--- src/rtl/ps2_command_sender.sv ---
// ps2_command_sender
//   Host-to-device PS/2 command transmitter. On a request it inhibits the
//   PS/2 clock, issues a request-to-send, then shifts one byte, odd parity
//   and a stop bit out on the data line, clocked by the device's falling
//   clock edges. Both lines are open-drain: an *_oe of 1 pulls the line low.
//
//   Parameters
//     INHIBIT_CYCLES  clock-inhibit hold time in CLOCK_50 cycles
//     START_TIMEOUT   max cycles to wait for the first device falling edge
//     XFER_TIMEOUT    max cycles from the first falling edge to the ack edge
//
//   Ports
//     CLOCK_50                       system clock, rising edge
//     reset                          asynchronous active-high reset
//     send_command                   one-cycle request strobe (ignored while busy)
//     the_command[7:0]               byte to transmit, sampled on acceptance
//     ps2_clk_in / ps2_dat_in        raw PS/2 line levels
//     ps2_clk_oe / ps2_dat_oe        1 = pull the line low, 0 = release
//     busy                           high whenever the FSM is not idle
//     command_was_sent               one-cycle success pulse
//     error_communication_timed_out  one-cycle failure pulse
//
//   Build option
//     PS2_ACK_CHECK_EN  when defined, the data level at the 11th falling edge
//                       must be low (device ack); a high level takes the
//                       error path. When undefined, edge 11 always succeeds.

module ps2_command_sender #(
   parameter int INHIBIT_CYCLES = 5000,
   parameter int START_TIMEOUT  = 750000,
   parameter int XFER_TIMEOUT   = 100000
) (
   input  logic       CLOCK_50,
   input  logic       reset,
   input  logic       send_command,
   input  logic [7:0] the_command,
   input  logic       ps2_clk_in,
   input  logic       ps2_dat_in,
   output logic       ps2_clk_oe,
   output logic       ps2_dat_oe,
   output logic       busy,
   output logic       command_was_sent,
   output logic       error_communication_timed_out
);

   // One shared cycle counter serves all three timed phases.
   localparam int CNT_MAX_A = (INHIBIT_CYCLES > START_TIMEOUT) ? INHIBIT_CYCLES : START_TIMEOUT;
   localparam int CNT_MAX   = (CNT_MAX_A > XFER_TIMEOUT) ? CNT_MAX_A : XFER_TIMEOUT;
   localparam int CNT_W     = $clog2(CNT_MAX + 1);

   localparam logic [CNT_W-1:0] INHIBIT_LAST = CNT_W'(INHIBIT_CYCLES - 1);
   localparam logic [CNT_W-1:0] START_LAST   = CNT_W'(START_TIMEOUT - 1);
   localparam logic [CNT_W-1:0] XFER_LAST    = CNT_W'(XFER_TIMEOUT - 1);

   typedef enum logic [2:0] {
      IDLE,
      INHIBIT,
      REQ,
      WAIT_CLK,
      XFER,
      DONE
   } state_t;

   state_t           state, state_next;
   logic [2:0]       clk_sync;            // [1] synchronized level, [2] its previous value
   logic [1:0]       dat_sync;            // [1] synchronized level
   logic             clk_fall;
   logic [CNT_W-1:0] cnt, cnt_next;
   logic [3:0]       edge_cnt, edge_next;
   logic [7:0]       data_q, data_next;
   logic             parity_q, parity_next;
   logic             drive_q, drive_next;  // 1 = pull data low for the bit being presented
   logic             err_q, err_next;

   // Synchronizers idle high, matching released open-drain lines.
   always_ff @(posedge CLOCK_50 or posedge reset) begin
      if (reset) begin
         clk_sync <= '1;
         dat_sync <= '1;
      end else begin
         clk_sync <= {clk_sync[1:0], ps2_clk_in};
         dat_sync <= {dat_sync[0], ps2_dat_in};
      end
   end

   assign clk_fall = clk_sync[2] & ~clk_sync[1];

   // NOTE: sequential state uses non-blocking assignments so every register
   // samples the pre-edge values regardless of statement order.
   always_ff @(posedge CLOCK_50 or posedge reset) begin
      if (reset) begin
         state    <= IDLE;
         cnt      <= '0;
         edge_cnt <= '0;
         data_q   <= '0;
         parity_q <= 1'b0;
         drive_q  <= 1'b0;
         err_q    <= 1'b0;
      end else begin
         state    <= state_next;
         cnt      <= cnt_next;
         edge_cnt <= edge_next;
         data_q   <= data_next;
         parity_q <= parity_next;
         drive_q  <= drive_next;
         err_q    <= err_next;
      end
   end

   always_comb begin
      // NOTE: every output of this block gets a default first, so no path
      // leaves a variable unassigned and no latch is inferred.
      state_next  = state;
      cnt_next    = cnt;
      edge_next   = edge_cnt;
      data_next   = data_q;
      parity_next = parity_q;
      drive_next  = drive_q;
      err_next    = 1'b0;

      case (state)
         IDLE: begin
            cnt_next   = '0;
            edge_next  = '0;
            drive_next = 1'b0;
            if (send_command) begin
               data_next   = the_command;
               parity_next = ~^the_command;
               state_next  = INHIBIT;
            end
         end

         INHIBIT: begin
            if (cnt == INHIBIT_LAST) begin
               cnt_next   = '0;
               state_next = REQ;
            end else begin
               cnt_next = cnt + CNT_W'(1);
            end
         end

         REQ: begin
            cnt_next   = '0;
            state_next = WAIT_CLK;
         end

         WAIT_CLK: begin
            if (clk_fall) begin
               // The detection cycle counts as the first transfer cycle.
               state_next = XFER;
               edge_next  = 4'd1;
               cnt_next   = CNT_W'(1);
               drive_next = ~data_q[0];
            end else if (cnt == START_LAST) begin
               state_next = IDLE;
               err_next   = 1'b1;
            end else begin
               cnt_next = cnt + CNT_W'(1);
            end
         end

         XFER: begin
            if (clk_fall && edge_cnt == 4'd10) begin
               edge_next = 4'd11;
`ifdef PS2_ACK_CHECK_EN
               if (dat_sync[1]) begin
                  state_next = IDLE;
                  err_next   = 1'b1;
               end else begin
                  state_next = DONE;
               end
`else
               state_next = DONE;
`endif
            end else begin
               if (clk_fall) begin
                  edge_next = (edge_cnt == 4'd11) ? edge_cnt : edge_cnt + 4'd1;
                  // edge_cnt still holds the previous edge number here.
                  if (edge_cnt <= 4'd7)
                     drive_next = ~data_q[edge_cnt[2:0]];
                  else if (edge_cnt == 4'd8)
                     drive_next = ~parity_q;
                  else
                     drive_next = 1'b0;      // stop bit: release the line
               end
               // Timeout is checked on edge cycles too so it can never be skipped.
               if (cnt == XFER_LAST) begin
                  state_next = IDLE;
                  err_next   = 1'b1;
               end else begin
                  cnt_next = cnt + CNT_W'(1);
               end
            end
         end

         DONE: state_next = IDLE;

         default: state_next = IDLE;
      endcase
   end

`ifndef PS2_ACK_CHECK_EN
   // The synchronized data level is only consulted when ack checking is built in.
   logic ack_level_unused;
   assign ack_level_unused = dat_sync[1];
`endif

   assign ps2_clk_oe = (state == INHIBIT) || (state == REQ);
   assign ps2_dat_oe = (state == REQ) || (state == WAIT_CLK) || ((state == XFER) && drive_q);
   assign busy       = (state != IDLE);
   assign command_was_sent              = (state == DONE);
   assign error_communication_timed_out = err_q;

endmodule

--- config.mk ---
export PLATFORM = sky130hd
export DESIGN_NAME = ps2_command_sender
export DESIGN_NICKNAME = d
export VERILOG_FILES = /design/src/rtl/ps2_command_sender.sv
export SDC_FILE = /design/constraint.sdc
export NUM_CORES = 1
export LEC_CHECK = 0
export BUFFER_PORTS_ARGS = -buffer_cell sky130_fd_sc_hd__buf_4
export CORE_MARGIN = 5
export CORE_UTILIZATION = 45
export DETAILED_ROUTE_END_ITERATION = 12
export HOLD_SLACK_MARGIN = 0.15
export PLACE_DENSITY_LB_ADDON = 0.15
export SYNTH_ARGS = -nofsm -noshare
export SYNTH_HDL_FRONTEND = slang
export SYNTH_SLANG_ARGS = --single-unit
export TNS_END_PERCENT = 10
--- constraint.sdc ---
create_clock -name CLOCK_50 -period 2.3 [get_ports CLOCK_50]
set_input_delay 0.46 -clock CLOCK_50 [delete_from_list [all_inputs] [get_ports CLOCK_50]]
set_output_delay 0.46 -clock CLOCK_50 [all_outputs]
set_load 0.03 [all_outputs]
==> flow_summary.json, run 1 <==
{
  "worst_pin_slew_ns": 0.655,
  "final_core_utilization_pct": 58.6,
  "final-instance-count-excl-fill": 403,
  "cts_inserted_buffers": 5,
  "post_drt_antenna_nets": 0,
  "grt_start_max_net_pins": 42,
  "period_share_pct": 102,
  "drt-total-wl_mm": 6.64,
  "ys_seq_area_share_pct": 39.5,
  "area.sequential_um2": 1030,
  "grt_pass1_vias": 2317,
  "overall_die_area_um2": 7410,
  "cts_max_path_buffers": 2,
  "insertedDiodeCount": 0,
  "ys_seq_elements": 41,
  "clock_insertion_delay_worst_skew_ns": 0.29,
  "worst-path-max-fanout": 14,
  "worst_path_largest_cell_delay_ns": 0.58,
  "synth.mux.area_fraction_pct": 5.19,
  "timing.critical_path.from_type": "register",
  "worst_slack_ns": -0.0375,
  "violations": "negative setup slack",
  "netlist_instances": 276,
  "die_y_um": 86.1,
  "total_power_mw": 1.74,
  "ys_dominant_reg_cell": "dfrtp_1",
  "postSynthAreaPerCell_um2": 9.44,
  "floorplan.io_pins": 18,
  "fp.coreArea_um2": 5570,
  "clock.fmax_mhz": 428,
  "reg2reg_depth": 6,
  "synth_adder_area_share_pct": 1.92,
  "synthSimpleGateAreaFrac_pct": 25.3,
  "most_common_cell_after_layout_fill_and_taps_aside": "buf_4",
  "tritoncts_clock_tree": "done",
  "drt_pass1_iterations": 4,
  "worst_slew_margin_rel_pct": 55.8,
  "asyncSetResetFlopFracSynth_pct": 100,
  "holdCritPathClass": "in -> reg",
  "synth_top_family_by_area": "simple AND/OR/NAND/NOR gates",
  "fin_crit_ns": 2.34,
  "dp_worst_setup_slack_ns": -0.108,
  "hold_depth": 1,
  "criticalPathCategory": "reg -> reg",
  "worst_hold_slack_ns": 0.273,
  "clk_pin_slew_worst_paths_ns": 0.09,
  "yosys.cell_types.count": 57,
  "num_vias": 2370,
  "place.gp.congestion": 0.864,
  "floorplan.die.width_um": 86.1,
  "worst_path_max_delay_cell": "or4b_4",
  "run_status": "finished, violations left",
  "multi_input_combinational_cell_area_um2": 1490,
  "slew_violations": 0,
  "clock_tree_sinks": 41,
  "cts_root_buf": "clkbuf_8",
  "grt_first_pass_wirelength_mm": 11.4,
  "netlist_area_um2": 2600,
  "cts_max_level": 2,
  "postSynthNetCount": 293,
  "area_growth_syn_to_layout_pct": 25.3,
  "initial_antenna_violation_count": 0,
  "cap_violations": 0,
  "worstPathCellList": "or4b_4 -> or4_4 -> nor3_4 -> nor4_4 -> buf_12 -> a221o_1",
  "timing_hold_violations_final": 0,
  "synth-compound-area-share_pct": 20.7,
  "drt_first_iter_violations": 155,
  "drive_gt1_share_pct": 29.0,
  "cellPowerDensity_nw_per_um2": 534,
  "grt_use_total_pct": 19.1,
  "placement.io_buffers": 16,
  "remaining_drc_errors": 0,
  "synth-edff-count": 0,
  "setup_viol": 11,
  "routedWlPerCell_um": 16.5,
  "worst_ir_drop_vdd_v": 0.000382,
  "cp.required_ns": 2.48,
  "static-leakage-power_nw": 1.41,
  "synthXorXnorAreaFrac_pct": 2.69,
  "fp-row-count": 27,
  "timing.clock.skew_ns": 0.00778,
  "vias_per_instance": 5.88,
  "placed_cells": 392,
  "num-fill-cells": 492,
  "commonest_non_fill_non_tap_cells_in_the_layout": "53 x buf_4, 38 x dfrtp_1, 27 x nor2_1",
  "initial_core_utilization_pct": 46.7,
  "arrival_ns": 2.52,
  "place_hpwl_mm": 4.76,
  "numnets_final": 347,
  "timing.critical_path.to_type": "register",
  "grt.overflow.total": 0,
  "unrepaired_setup_endpoints_after_global_routing": "true",
  "yosys_warnings": 0
}
sequential cells by signal, summed over array words and instances, names as in the netlist:
signal / cells
clk_sync: 3
cnt: 20
data_q: 8
drive_q: 1
edge_cnt: 4
error_communication_timed_out: 1
parity_q: 1
state: 3
synth_stat cells, types with 2 or more instances:
cell / number / area, um^2
xnor2_1: 8 / 70.1
o41ai_1: 3 / 26.3
and2_1: 3 / 18.8
nor4b_1: 2 / 17.5
and4_1: 4 / 35.0
a311o_1: 7 / 70.1
o21ai_0: 12 / 60.1
a22o_1: 9 / 78.8
a211oi_1: 4 / 30.0
clkbuf_1: 5 / 18.8
a311oi_1: 4 / 35.0
buf_2: 5 / 25.0
nand2_1: 22 / 82.6
and3_1: 2 / 12.5
or2_2: 2 / 12.5
mux4_2: 2 / 45.0
nor3_4: 2 / 32.5
nor2b_1: 2 / 12.5
ha_1: 4 / 50.1
nand2b_1: 4 / 25.0
or3_1: 3 / 18.8
a31o_2: 2 / 17.5
a21o_1: 2 / 15.0
nor3_1: 11 / 55.1
nand4_1: 8 / 50.1
inv_1: 16 / 60.1
a221o_1: 6 / 60.1
nor2_1: 27 / 101
o22ai_1: 3 / 18.8
dfstp_2: 3 / 78.8
nand3_1: 11 / 55.1
o21bai_1: 2 / 15.0
or4_1: 2 / 15.0
mux2_2: 8 / 90.1
dfrtp_1: 38 / 951
a21oi_1: 7 / 35.0
cell type report:
| cell class | count | share of cell area, % |
|---|---|---|
| clock buffers | 5 | 2.11 |
| clock inverters | 3 | 0.537 |
| inverters | 16 | 1.84 |
| multi-input cells | 207 | 45.6 |
| flip-flops and latches | 41 | 31.5 |
| well taps | 72 | 2.76 |
| repair buffers | 59 | 15.6 |
critical path: cells and delay by family (launching register included):
kind | cells | cell delay, ns
compound gates | 1 | 0.30
flops | 1 | 0.40
simple gates | 4 | 1.39
buf+inv | 1 | 0.15
cell families after synthesis:
| kind of cell | Yosys count |
|---|---|
| buffers and inverters | 28 |
| flip-flops | 41 |
| multiplexers | 10 |
| AND/OR/NAND/NOR | 115 |
| adder cells (fa/ha/maj) | 4 |
| AO/OA/AOI/OAI | 70 |
| XOR/XNOR | 8 |
path summary, 6_finish.rpt:
path                                         end                  start  slack (ns)
max                           cnt[5]$_DFFE_PP0P_    cnt[11]$_DFFE_PP0P_       -0.04
min                        clk_sync[0]$_DFF_PP1_             ps2_clk_in        0.27
max reg2reg                   cnt[5]$_DFFE_PP0P_    cnt[11]$_DFFE_PP0P_       -0.04
min reg2reg                clk_sync[1]$_DFF_PP1_  clk_sync[0]$_DFF_PP1_        0.36
max in group asynchronous  clk_sync[2]$_DFF_PP1_                  reset        1.64
min in group asynchronous     cnt[9]$_DFFE_PP0P_                  reset        0.29
routing by layer:
layer	track usage [%]	up-vias	share of wire (%)
met5	0	-	0
met4	4.32	0	0.62
met3	2.88	4	6.1
met2	28.6	55	45
met1	29.0	1144	48
li1	-	1167	-
power by group:
group	internal, mW	total [mW]	switching [mW]
clock	0.210	0.479	0.269
combinational	0.198	0.380	0.182
sequential	0.803	0.884	0.0812
stage by stage:
step                area, um^2  setup TNS [ns]
floorplan                 2610          -0.537
global placement          3070          -0.570
detailed placement        3070           -1.01
CTS                       3230         -0.0264
global route              3260           -1.10
finish                    3260          -0.233
repair_timing:
action / CTS / global route
gates cloned: 1 / 0
pin swaps: 12 / 8
buffers inserted: 2 / 1
hold buffers: 0 / 0
resized for setup: 7 / 3
setup endpoints to repair: 17 / 21
Note: power is estimated with default switching activity, not from simulation.
==> run 2, diff against run 1 <==
--- a/config.mk
+++ b/config.mk
@@ -5,6 +5,7 @@
 export SDC_FILE = /design/constraint.sdc
 export NUM_CORES = 1
 export LEC_CHECK = 0
+export ABC_AREA = 1
 export BUFFER_PORTS_ARGS = -buffer_cell sky130_fd_sc_hd__buf_4
 export CORE_MARGIN = 5
 export CORE_UTILIZATION = 45
==> flow_summary.json, run 2 <==
{
  "run_status": "completed",
  "fp.coreArea_um2": 6390,
  "unrepaired_setup_endpoints_after_global_routing": "false",
  "cap_violations": 0,
  "timing.critical_path.from_type": "register",
  "fp-row-count": 29,
  "reg2reg_depth": 9,
  "setup_viol": 0,
  "numnets_final": 475,
  "post_cts.repair.setup_buffers": 0,
  "cts_max_level": 2,
  "ys_dominant_reg_cell": "dfrtp_1",
  "min_to": "clk_sync[0]$_DFF_PP1_",
  "synthTopCellsByArea": "dfrtp_1 32%, nand2_1 15%, nand3_1 9.8%",
  "cts-resized-gates": 0,
  "routedWlPerCell_um": 13.8,
  "max_flop_register": "cnt",
  "cellPowerDensity_nw_per_um2": 764,
  "drt_first_iter_violations": 217,
  "worst_r2r_startpoint": "cnt[0]$_DFFE_PP0P_",
  "crit-reg2reg-capture": "cnt[13]$_DFFE_PP0P_",
  "yosys_warnings": 0,
  "timing.clock.skew_ns": 0.00585,
  "holdCritPathClass": "in -> reg",
  "worst_ir_drop_vdd_v": 0.000858,
  "post_synth_most_frequent_cells": "120 x nand2_1, 58 x nand3_1, 55 x inv_1",
  "worst_slack_ns": 0.246,
  "place.gp.congestion": 0.917,
  "grt_use_total_pct": 18.7,
  "floorplan.io_pins": 18,
  "regToRegSetupSlack_ns": 0.25,
  "grt.overflow.total": 0,
  "criticalPathCategory": "reg -> reg",
  "grt_start_max_net_pins": 42,
  "post_drt_antenna_nets": 0,
  "netlist_instances": 438,
  "floorplan.die.width_um": 91.1,
  "yosys.cell_types.count": 37,
  "static-leakage-power_nw": 1.62,
  "initial_core_utilization_pct": 46.3,
  "placement.io_buffers": 16,
  "hold_depth": 1,
  "tritoncts_clock_tree": "done",
  "cts_max_path_buffers": 2,
  "postSynthAreaPerCell_um2": 6.75,
  "cts_root_buf": "clkbuf_8",
  "most_common_cell_after_layout_fill_and_taps_aside": "nand2_1",
  "cp.required_ns": 2.49,
  "place_hpwl_mm": 5.55,
  "clock_tree_sinks": 41,
  "largest_register_ff_count": 20,
  "cts_hold_buf": 0,
  "area_growth_syn_to_layout_pct": 9.90,
  "dp_worst_setup_slack_ns": 0.265,
  "arrival_ns": 2.25,
  "timing.hold.worst.start": "ps2_clk_in",
  "reg.largest.list": "cnt x20, data_q x8, edge_cnt x4",
  "synth-edff-count": 0,
  "grt_pass1_vias": 2736,
  "ys_seq_area_share_pct": 34.8,
  "drt_pass1_iterations": 4,
  "grt_first_pass_wirelength_mm": 12.8,
  "placed_cells": 528,
  "drt-total-wl_mm": 7.39,
  "timing_hold_violations_final": 0,
  "initial_antenna_violation_count": 0,
  "worst_slew_margin_rel_pct": 59.3,
  "drive_gt1_share_pct": 14.2,
  "postSynthNetCount": 455,
  "most_used_standard_cell_by_instance_count_after_synthesis": "nand2_1",
  "worst_pin_slew_ns": 0.608,
  "vias_per_instance": 5.27,
  "final-instance-count-excl-fill": 536,
  "fin_crit_ns": 2.05,
  "clk_pin_slew_worst_paths_ns": 0.08,
  "clock.fmax_mhz": 487,
  "worst-path-max-fanout": 25,
  "commonest_non_fill_non_tap_cells_in_the_layout": "120 x nand2_1, 58 x nand3_1, 55 x inv_1",
  "final_cell_area_um2": 3250,
  "totalNegativeSetupSlack_ns": 0,
  "cts_inserted_buffers": 5,
  "overall_die_area_um2": 8290,
  "timing.critical_path.to_type": "register",
  "netlist_area_um2": 2960,
  "asyncSetResetFlopFracSynth_pct": 100,
  "clock_insertion_delay_worst_skew_ns": 0.30,
  "insertedDiodeCount": 0,
  "remaining_drc_errors": 0,
  "netlist.area_leader.share_pct": 32.2,
  "num_vias": 2827,
  "final_core_utilization_pct": 50.9,
  "slew_violations": 0,
  "post_dp_cell_area_um2": 3160,
  "ys_seq_elements": 41,
  "die_y_um": 91.1,
  "period_share_pct": 89.3,
  "synth_top_cell_by_area": "dfrtp_1"
}
## run 2: cell types whose count changed in the layout (fill, tap and decap cells not counted), sizes merged, moves of 6 or more
cell	change
nand3	+49
nor2	+34
a311o	-7
a21oi	+7
buf	-35
inv	+43
a22o	-9
nand2	+103
a221o	-6
nor3	-10
o21ai	+8
## run 2: kinds of logic after synthesis
group           share of synthesized area [%]
compound gates                           7.66
mux                                      2.67
buf+inv                                  9.90
xor+xnor                                 2.96
flops                                    34.8
simple gates                             40.3
fa+ha+maj                                1.69
## run 2: report_power, final
group / switching, mW / internal [mW]
combinational: 0.627 / 0.374
sequential: 0.120 / 0.868
clock: 0.280 / 0.214
total: 1.03 / 1.46
## run 2: per-stage QoR
| step | power (mW) | hold slack [ns] |
|---|---|---|
| final | 2.48 | 0.262 |
| after global routing | 2.69 | 0.245 |
| after CTS | 2.52 | 0.252 |
| after detailed placement | 2.01 | 0.347 |
| after global placement | 1.99 | 0.345 |
| after floorplan | 1.74 | 0.345 |
## run 2: layer usage
metal  vias to the layer above  GRT usage, %  wire length, um
li1                       1439             -                -
met1                      1292          23.8             3280
met2                        80          32.0             3520
met3                        16          3.06              443
met4                         0          6.60              142
met5                         -             0                0
## run 2: worst max path at each step
stage                                  from             endpoint  slack [ns]
finish                   cnt[0]$_DFFE_PP0P_  cnt[13]$_DFFE_PP0P_        0.25
global route          clk_sync[2]$_DFF_PP1_   cnt[5]$_DFFE_PP0P_        0.04
CTS                    state[0]$_DFFE_PP0P_           ps2_dat_oe        0.25
detailed placement       cnt[0]$_DFFE_PP0P_  cnt[13]$_DFFE_PP0P_        0.26
global placement      clk_sync[2]$_DFF_PP1_  cnt[13]$_DFFE_PP0P_        0.30
floorplan           edge_cnt[0]$_DFFE_PP0P_   cnt[2]$_DFFE_PP0P_        0.53
## run 2: critical path, cell delays in order, from the launching register on
cell and delay (ns):
dfrtp_1 0.41, ha_1 0.28, nand2_1 0.15, nor2_2 0.08, nand4_2 0.12, inv_2 0.05, nor2_4 0.49, nand2_2 0.19
nand2_1 0.12, nor2_1 0.04
## run 2: layout make-up
class	count	area, um^2
multi-input cells	327	1630
clock inverters	2	15.0
fillers	651	3140
clock buffers	6	72.6
flip-flops and latches	41	1030
well taps	77	96.3
repair buffers	24	180
inverters	59	221
